### config.mk
export PLATFORM = sky130hd
export DESIGN_NAME = axi_addr_route_stage
export DESIGN_NICKNAME = d
export VERILOG_FILES = /design/src/rtl/axi_addr_route_stage.sv
export SDC_FILE = /design/constraint.sdc
export NUM_CORES = 1
export LEC_CHECK = 0
export BUFFER_PORTS_ARGS = -buffer_cell sky130_fd_sc_hd__buf_4
export CORE_MARGIN = 2
export CORE_UTILIZATION = 45
export CTS_CLUSTER_SIZE = 24
export DETAILED_ROUTE_END_ITERATION = 8
export PLACE_DENSITY_LB_ADDON = 0.25
export SLEW_MARGIN = 20
export SYNTH_ARGS = -nofsm -noshare
export SYNTH_HDL_FRONTEND = slang
export SYNTH_SLANG_ARGS = --single-unit
### constraint.sdc
create_clock -name ACLK -period 3.2 [get_ports ACLK]
set_input_delay 0.16 -clock ACLK [delete_from_list [all_inputs] [get_ports ACLK]]
set_output_delay 0.16 -clock ACLK [all_outputs]
set_load 0.03 [all_outputs]
### src/rtl/axi_addr_route_stage.sv
// Registered address-channel router for one crossbar master port.
// Decodes AW/AR addresses to a slave index and enforces single-ID ordering.
module axi_addr_route_stage #(
  parameter int ADDR_WIDTH = 32,
  parameter int SLAVES = 2,
  parameter logic [ADDR_WIDTH-1:0] ADDR_BASE [SLAVES] =
    '{'h0000_0000, 'h1000_0000},
  parameter logic [ADDR_WIDTH-1:0] ADDR_END [SLAVES] =
    '{'h0fff_ffff, 'h1fff_ffff},
  parameter int MAX_OUTSTANDING = 4,
  localparam int DEST_W = $clog2(SLAVES + 1),
  localparam int CNT_W = $clog2(MAX_OUTSTANDING + 1)
) (
  input  logic                  ACLK,
  input  logic                  ARESETn,
  input  logic [ADDR_WIDTH-1:0] s_addr,
  input  logic                  s_valid,
  output logic                  s_ready,
  output logic [ADDR_WIDTH-1:0] m_addr,
  output logic [DEST_W-1:0]     m_dest,
  output logic                  m_decerr,
  output logic                  m_valid,
  input  logic                  m_ready,
  input  logic                  cpl_valid,
  output logic [CNT_W-1:0]      out_cnt,
  output logic                  busy
);

  logic [DEST_W-1:0] dec_dest;
  logic              dec_err;
  logic [DEST_W-1:0] cur_dest;
  logic              ok;
  logic              room;
  logic              accept;
  logic              cpl_take;

  // Region decode; scanning downwards lets the lowest hit index win.
  always_comb begin
    dec_dest = DEST_W'(SLAVES);
    dec_err  = 1'b1;
    for (int i = SLAVES - 1; i >= 0; i--) begin
      if (s_addr >= ADDR_BASE[i] &&
          s_addr <= ADDR_END[i]) begin
        dec_dest = DEST_W'(i);
        dec_err  = 1'b0;
      end
    end
  end

  // Ordering gate: same slave with room, or nothing in flight.
  always_comb begin
    room     = out_cnt < CNT_W'(MAX_OUTSTANDING);
    ok       = (out_cnt == '0) ||
               (dec_dest == cur_dest && room);
    s_ready  = ok && (!m_valid || m_ready);
    accept   = s_valid && s_ready;
    cpl_take = cpl_valid && (out_cnt != '0);
    busy     = out_cnt != '0;
  end

  // Output register: load on accept, hold while stalled.
  always_ff @(posedge ACLK or negedge ARESETn) begin
    if (!ARESETn) begin
      m_valid  <= 1'b0;
      m_addr   <= '0;
      m_dest   <= '0;
      m_decerr <= 1'b0;
    end else if (accept) begin
      m_valid  <= 1'b1;
      m_addr   <= s_addr;
      m_dest   <= dec_dest;
      m_decerr <= dec_err;
    end else if (m_ready) begin
      m_valid  <= 1'b0;
    end
  end

  // Destination of the most recently accepted request.
  always_ff @(posedge ACLK or negedge ARESETn) begin
    if (!ARESETn) begin
      cur_dest <= '0;
    end else if (accept) begin
      cur_dest <= dec_dest;
    end
  end

  // Outstanding counter; completions at zero are dropped.
  always_ff @(posedge ACLK or negedge ARESETn) begin
    if (!ARESETn) begin
      out_cnt <= '0;
    end else if (accept && !cpl_take) begin
      out_cnt <= out_cnt + CNT_W'(1);
    end else if (!accept && cpl_take) begin
      out_cnt <= out_cnt - CNT_W'(1);
    end
  end

endmodule
# --- Word-level counts from Yosys, hierarchy flattened ---
# Index checks and enable logic that the tools add are counted.
# W data, S select, Z words.
classes:
  add_sub_neg: 2
  order_cmp: 5
  n_eq_ne: 1
  muxes: 8
  n_reduce_logical: 17
ops:
  columns: ["operator", "n"]
  rows:
  - ["$ge A32 B1 Y1 const B", 1]
  - ["$ge A32 B29 Y1 const B", 1]
  - ["$le A32 B28 Y1 const B", 1]
  - ["$le A32 B29 Y1 const B", 1]
  - ["$logic_and A1 B1 Y1", 8]
  - ["$mux W3", 2]
  - ["$mux W1", 4]
  - ["$mux W2", 2]
  - ["$reduce_bool A2 Y1", 2]
  - ["$add A3 B1 Y3 const B", 1]
  - ["$logic_not A1 Y1", 3]
  - ["$logic_not A3 Y1", 1]
  - ["$lt A3 B3 Y1 const B", 1]
  - ["$reduce_bool A3 Y1", 1]
  - ["$sub A3 B1 Y3 const B", 1]
  - ["$eq A2 B2 Y1", 1]
  - ["$logic_or A1 B1 Y1", 2]
totals:
  reg_bits: 39
  out_inout_bits: 41

# --- Longest topological paths before layout ---
depth:
  word_depth: 13
  mapped_depth: 11

# --- Least setup slack after synthesis ---
# No wires, ideal clock.
synth_timing:
  path_type: "register to register"
  start: "register m_decerr (netlist name)"
  end: "register out_cnt[2]"
  setup_ps: 81
  arrival_ps: 2473
  required_time_ps: 3119
  setup_slack_ps: 647
  stages_incl_launch_ff: 12
  path_buffers: 1
  synth_period_minus_slack_ps: 2553
  cell_sequence: "dfrtp_1 or4_4 o221ai_4 nand2_4 buf_6 inv_2 ha_1 inv_1 fa_1 xor2_1 nor2_1 xor2_1"
synth_lines:
  columns: ["element", "line", "source"]
  rows:
  - ["end signal, assigned", "92", "out_cnt <= out_cnt + CNT_W'(1);"]
  - ["end signal, assigned", "94", "out_cnt <= out_cnt - CNT_W'(1);"]
  - ["end, declared", "25", "output logic [CNT_W-1:0] out_cnt,"]

==> impl_metrics.sql <==
INSERT INTO impl_metrics (metric_group, metric, value, unit) VALUES
('status', 'outcome', 'finished clean', ''),
('worst_setup_path', 'crit_chain', 'or4_4, o221ai_4, nand2_4, inv_2, ha_1, inv_1, fa_1, xor2_1, nor2_1, xor2_1', ''),
('global_routing', 'grt_pass1_wl', '5.22', 'mm'),
('placed_design', 'port_buffers', '77', ''),
('timing', 'fmax', '431', 'MHz'),
('yosys', 'synth_top_cell_by_area', 'sky130_fd_sc_hd__dfrtp_1', ''),
('worst_hold_path', 'worstHoldPathCells', '2', ''),
('global_routing', 'grt_remaining_overflow', '0', ''),
('pwr', 'power_density', '1150', 'mW/mm^2'),
('cts', 'worst_setup_hold_path_clk_slew', '0.10', 'ns'),
('pwr', 'peakVddDrop', '819', 'uV'),
('finish', 'insertedDiodeCount', '0', ''),
('drt', 'vias', '1115', ''),
('cts', 'worst_skew_pair.late_latency', '0.32', 'ns'),
('pwr', 'fin_total_pwr', '2.59', 'mW'),
('placed_design', 'dp.final_hpwl', '2.34', 'mm'),
('worst_setup_path', 'required', '3.46', 'ns'),
('cts', 'holdBufCountCts', '1', ''),
('worst_setup_path', 'peak_fanout_along_the_critical_path', '5', ''),
('worst_hold_path', 'holdCritStartpoint', 's_addr[3]', ''),
('finish', 'area_added_between_synthesis_and_finish', '41.8', '%'),
('die', 'fp-row-count', '21', ''),
('worst_setup_path', 'cp_slowest_stage_delay', '0.45', 'ns'),
('pwr', 'leakagePower', '1.09', 'nW'),
('die', 'design.core.area', '0.00336', 'mm^2'),
('die', 'io_pins', '78', ''),
('worst_setup_path', 'worst-setup-path-type', 'register to register', ''),
('worst_setup_path', 'crit-reg2reg-capture', 'out_cnt[2]', ''),
('cts', 'post_cts.repair.setup_buffers', '0', ''),
('cts', 'cts_htree_levels', '2', ''),
('global_routing', 'first_global_vias', '1198', ''),
('yosys', 'netlist.area_leader.share', '60.0', '%'),
('timing', 'worst_slack_on_hold_paths', '0.0416', 'ns'),
('finish', 'nNetsFinal', '223', ''),
('timing', 'worst_slew_pin_tran', '0.542', 'ns'),
('worst_setup_path', 'arrival_time_at_the_worst_endpoint', '2.58', 'ns'),
('worst_setup_path', 'critical_path.most_common_cell', 'sky130_fd_sc_hd__xor2_1', ''),
('worst_setup_path', 'r2r_start', 'm_decerr', ''),
('worst_setup_path', 'cpMaxStageDelayCell', 'sky130_fd_sc_hd__or4_4', ''),
('global_routing', 'track_usage', '16.9', '%'),
('timing', 'fin_worst_skew', '0.00575', 'ns'),
('die', 'initial_utilization', '47.1', '%'),
('worst_setup_path', 'cpLargestDelayFamily', 'simple AND/OR/NAND/NOR gates', ''),
('die', 'floorplan.die_area', '0.00401', 'mm^2'),
('worst_setup_path', 'worst_setup_path_startpoint', 'm_decerr', ''),
('timing', 'final_number_of_max_transition_violations', '0', ''),
('yosys', 'ys_top_cells_by_area', 'sky130_fd_sc_hd__dfrtp_1 (60%), sky130_fd_sc_hd__mux2_1 (23%), sky130_fd_sc_hd__buf_6 (2.1%), sky130_fd_sc_hd__o221ai_4 (1.7%), sky130_fd_sc_hd__xor2_1 (1.7%)', ''),
('worst_hold_path', 'worst_hold_path.endpoint', 'm_addr[3]', ''),
('finish', 'ff_latch_area', '951', 'um^2'),
('finish', 'drive_gt1_share', '49.2', '%'),
('timing', 'timing.final.setup_violations', '0', ''),
('drt', 'post-route-drc-count', '0', ''),
('yosys', 'ys.warnings.count', '0', ''),
('yosys', 'mappedNetlistArea', '0.00159', 'mm^2'),
('global_routing', 'antenna_found_initial', '0', ''),
('run', 'maxCapViolations', '0', ''),
('cts', 'clock-root-buffer', 'sky130_fd_sc_hd__clkbuf_4', ''),
('yosys', 'synthesis.nets', '141', ''),
('cts', 'cts_made_buffers', '5', ''),
('cts', 'tritoncts_clock_tree', 'done', ''),
('worst_setup_path', 'crit_buf_inv', '2', ''),
('die', 'die_width', '63.4', 'um'),
('worst_setup_path', 'reg2regPathDepth', '10', ''),
('yosys', 'postSynthAreaPerCell', '15.5', 'um^2'),
('worst_setup_path', 'regToRegSetupSlack', '0.88', 'ns'),
('timing', 'rsz0062_at_grt', 'no', ''),
('yosys', 'post_synth_inst_count', '102', ''),
('cts', 'cts.sink_count', '38', ''),
('worst_hold_path', 'hold_path_class', 'input port to register', ''),
('cts', 'cts.repair.resized', '0', ''),
('drt', 'finalWirelength', '3.00', 'mm');
[report_power, final]
part | switching, mW | total [mW] | internal, mW | leakage (nW)
registers | 0.148 | 0.875 | 0.727 | 0.448
logic | 0.867 | 1.48 | 0.617 | 0.611
clock network | 0.134 | 0.233 | 0.0990 | 0.0302
[per-stage QoR]
stage | utilization [%] | instance area (um^2) | cells | worst slack [ns]
floorplan | - | 1590 | 102 | 0.647
global placement | 65.0 | 2190 | 222 | 0.940
detailed placement | 65.0 | 2190 | 222 | 0.883
CTS | 66.9 | 2250 | 229 | 0.873
global route | 66.9 | 2250 | 229 | 0.756
finish | 66.9 | 2250 | 229 | 0.881
[cells in the mapped netlist, drive strengths merged]
library cell  count
a21oi             1
a22o              1
a31oi             1
and3              1
buf               4
dfrtp            38
fa                1
ha                1
inv               2
mux2             33
nand2             2
nand2b            2
nor2              2
nor2b             1
nor3              2
o21bai            1
o221a             1
o221ai            1
or2               1
or3               1
or4               1
xnor2             1
xor2              3
[registers in the layout (all words and copies together), names as in the netlist]
name      count
m_addr       32
out_cnt       3
m_valid       1
cur_dest      1
m_decerr      1
[area by class of cell]
type	count	share of cell area, %
flip-flops and latches	38	42.3
repair buffers	79	26.5
multi-input cells	58	26.0
well taps	46	2.56
clock buffers	6	2.28
inverters	2	0.334
[metal layers]
layer | GRT usage [%] | wire [um] | share of wire (%) | vias to the layer above
met5 | 0 | 0 | 0 | -
met4 | 6.52 | 48 | 1.6 | 0
met3 | 5.36 | 295 | 9.8 | 7
met2 | 28.8 | 1490 | 50 | 54
met1 | 19.7 | 1170 | 39 | 527
li1 | - | - | - | 527
[worst max path at each step]
stage                  to  depth (start not counted)
2_1_floorplan  out_cnt[2]                         11
3_3_place_gp   out_cnt[2]                         10
3_5_place_dp   out_cnt[2]                         10
4_1_cts        out_cnt[2]                         10
5_1_grt        out_cnt[2]                         10
6_report       out_cnt[2]                         10
[cell families after synthesis]
logic type      after synthesis  share of synthesized area, %
flops                        38                          60.0
mux                          33                          23.4
buf+inv                       6                          3.08
xor+xnor                      4                          2.21
simple gates                 13                          5.13
compound gates                6                          4.10
fa+ha+maj                     2                          2.05
Note: power is estimated with default switching activity, not from simulation.
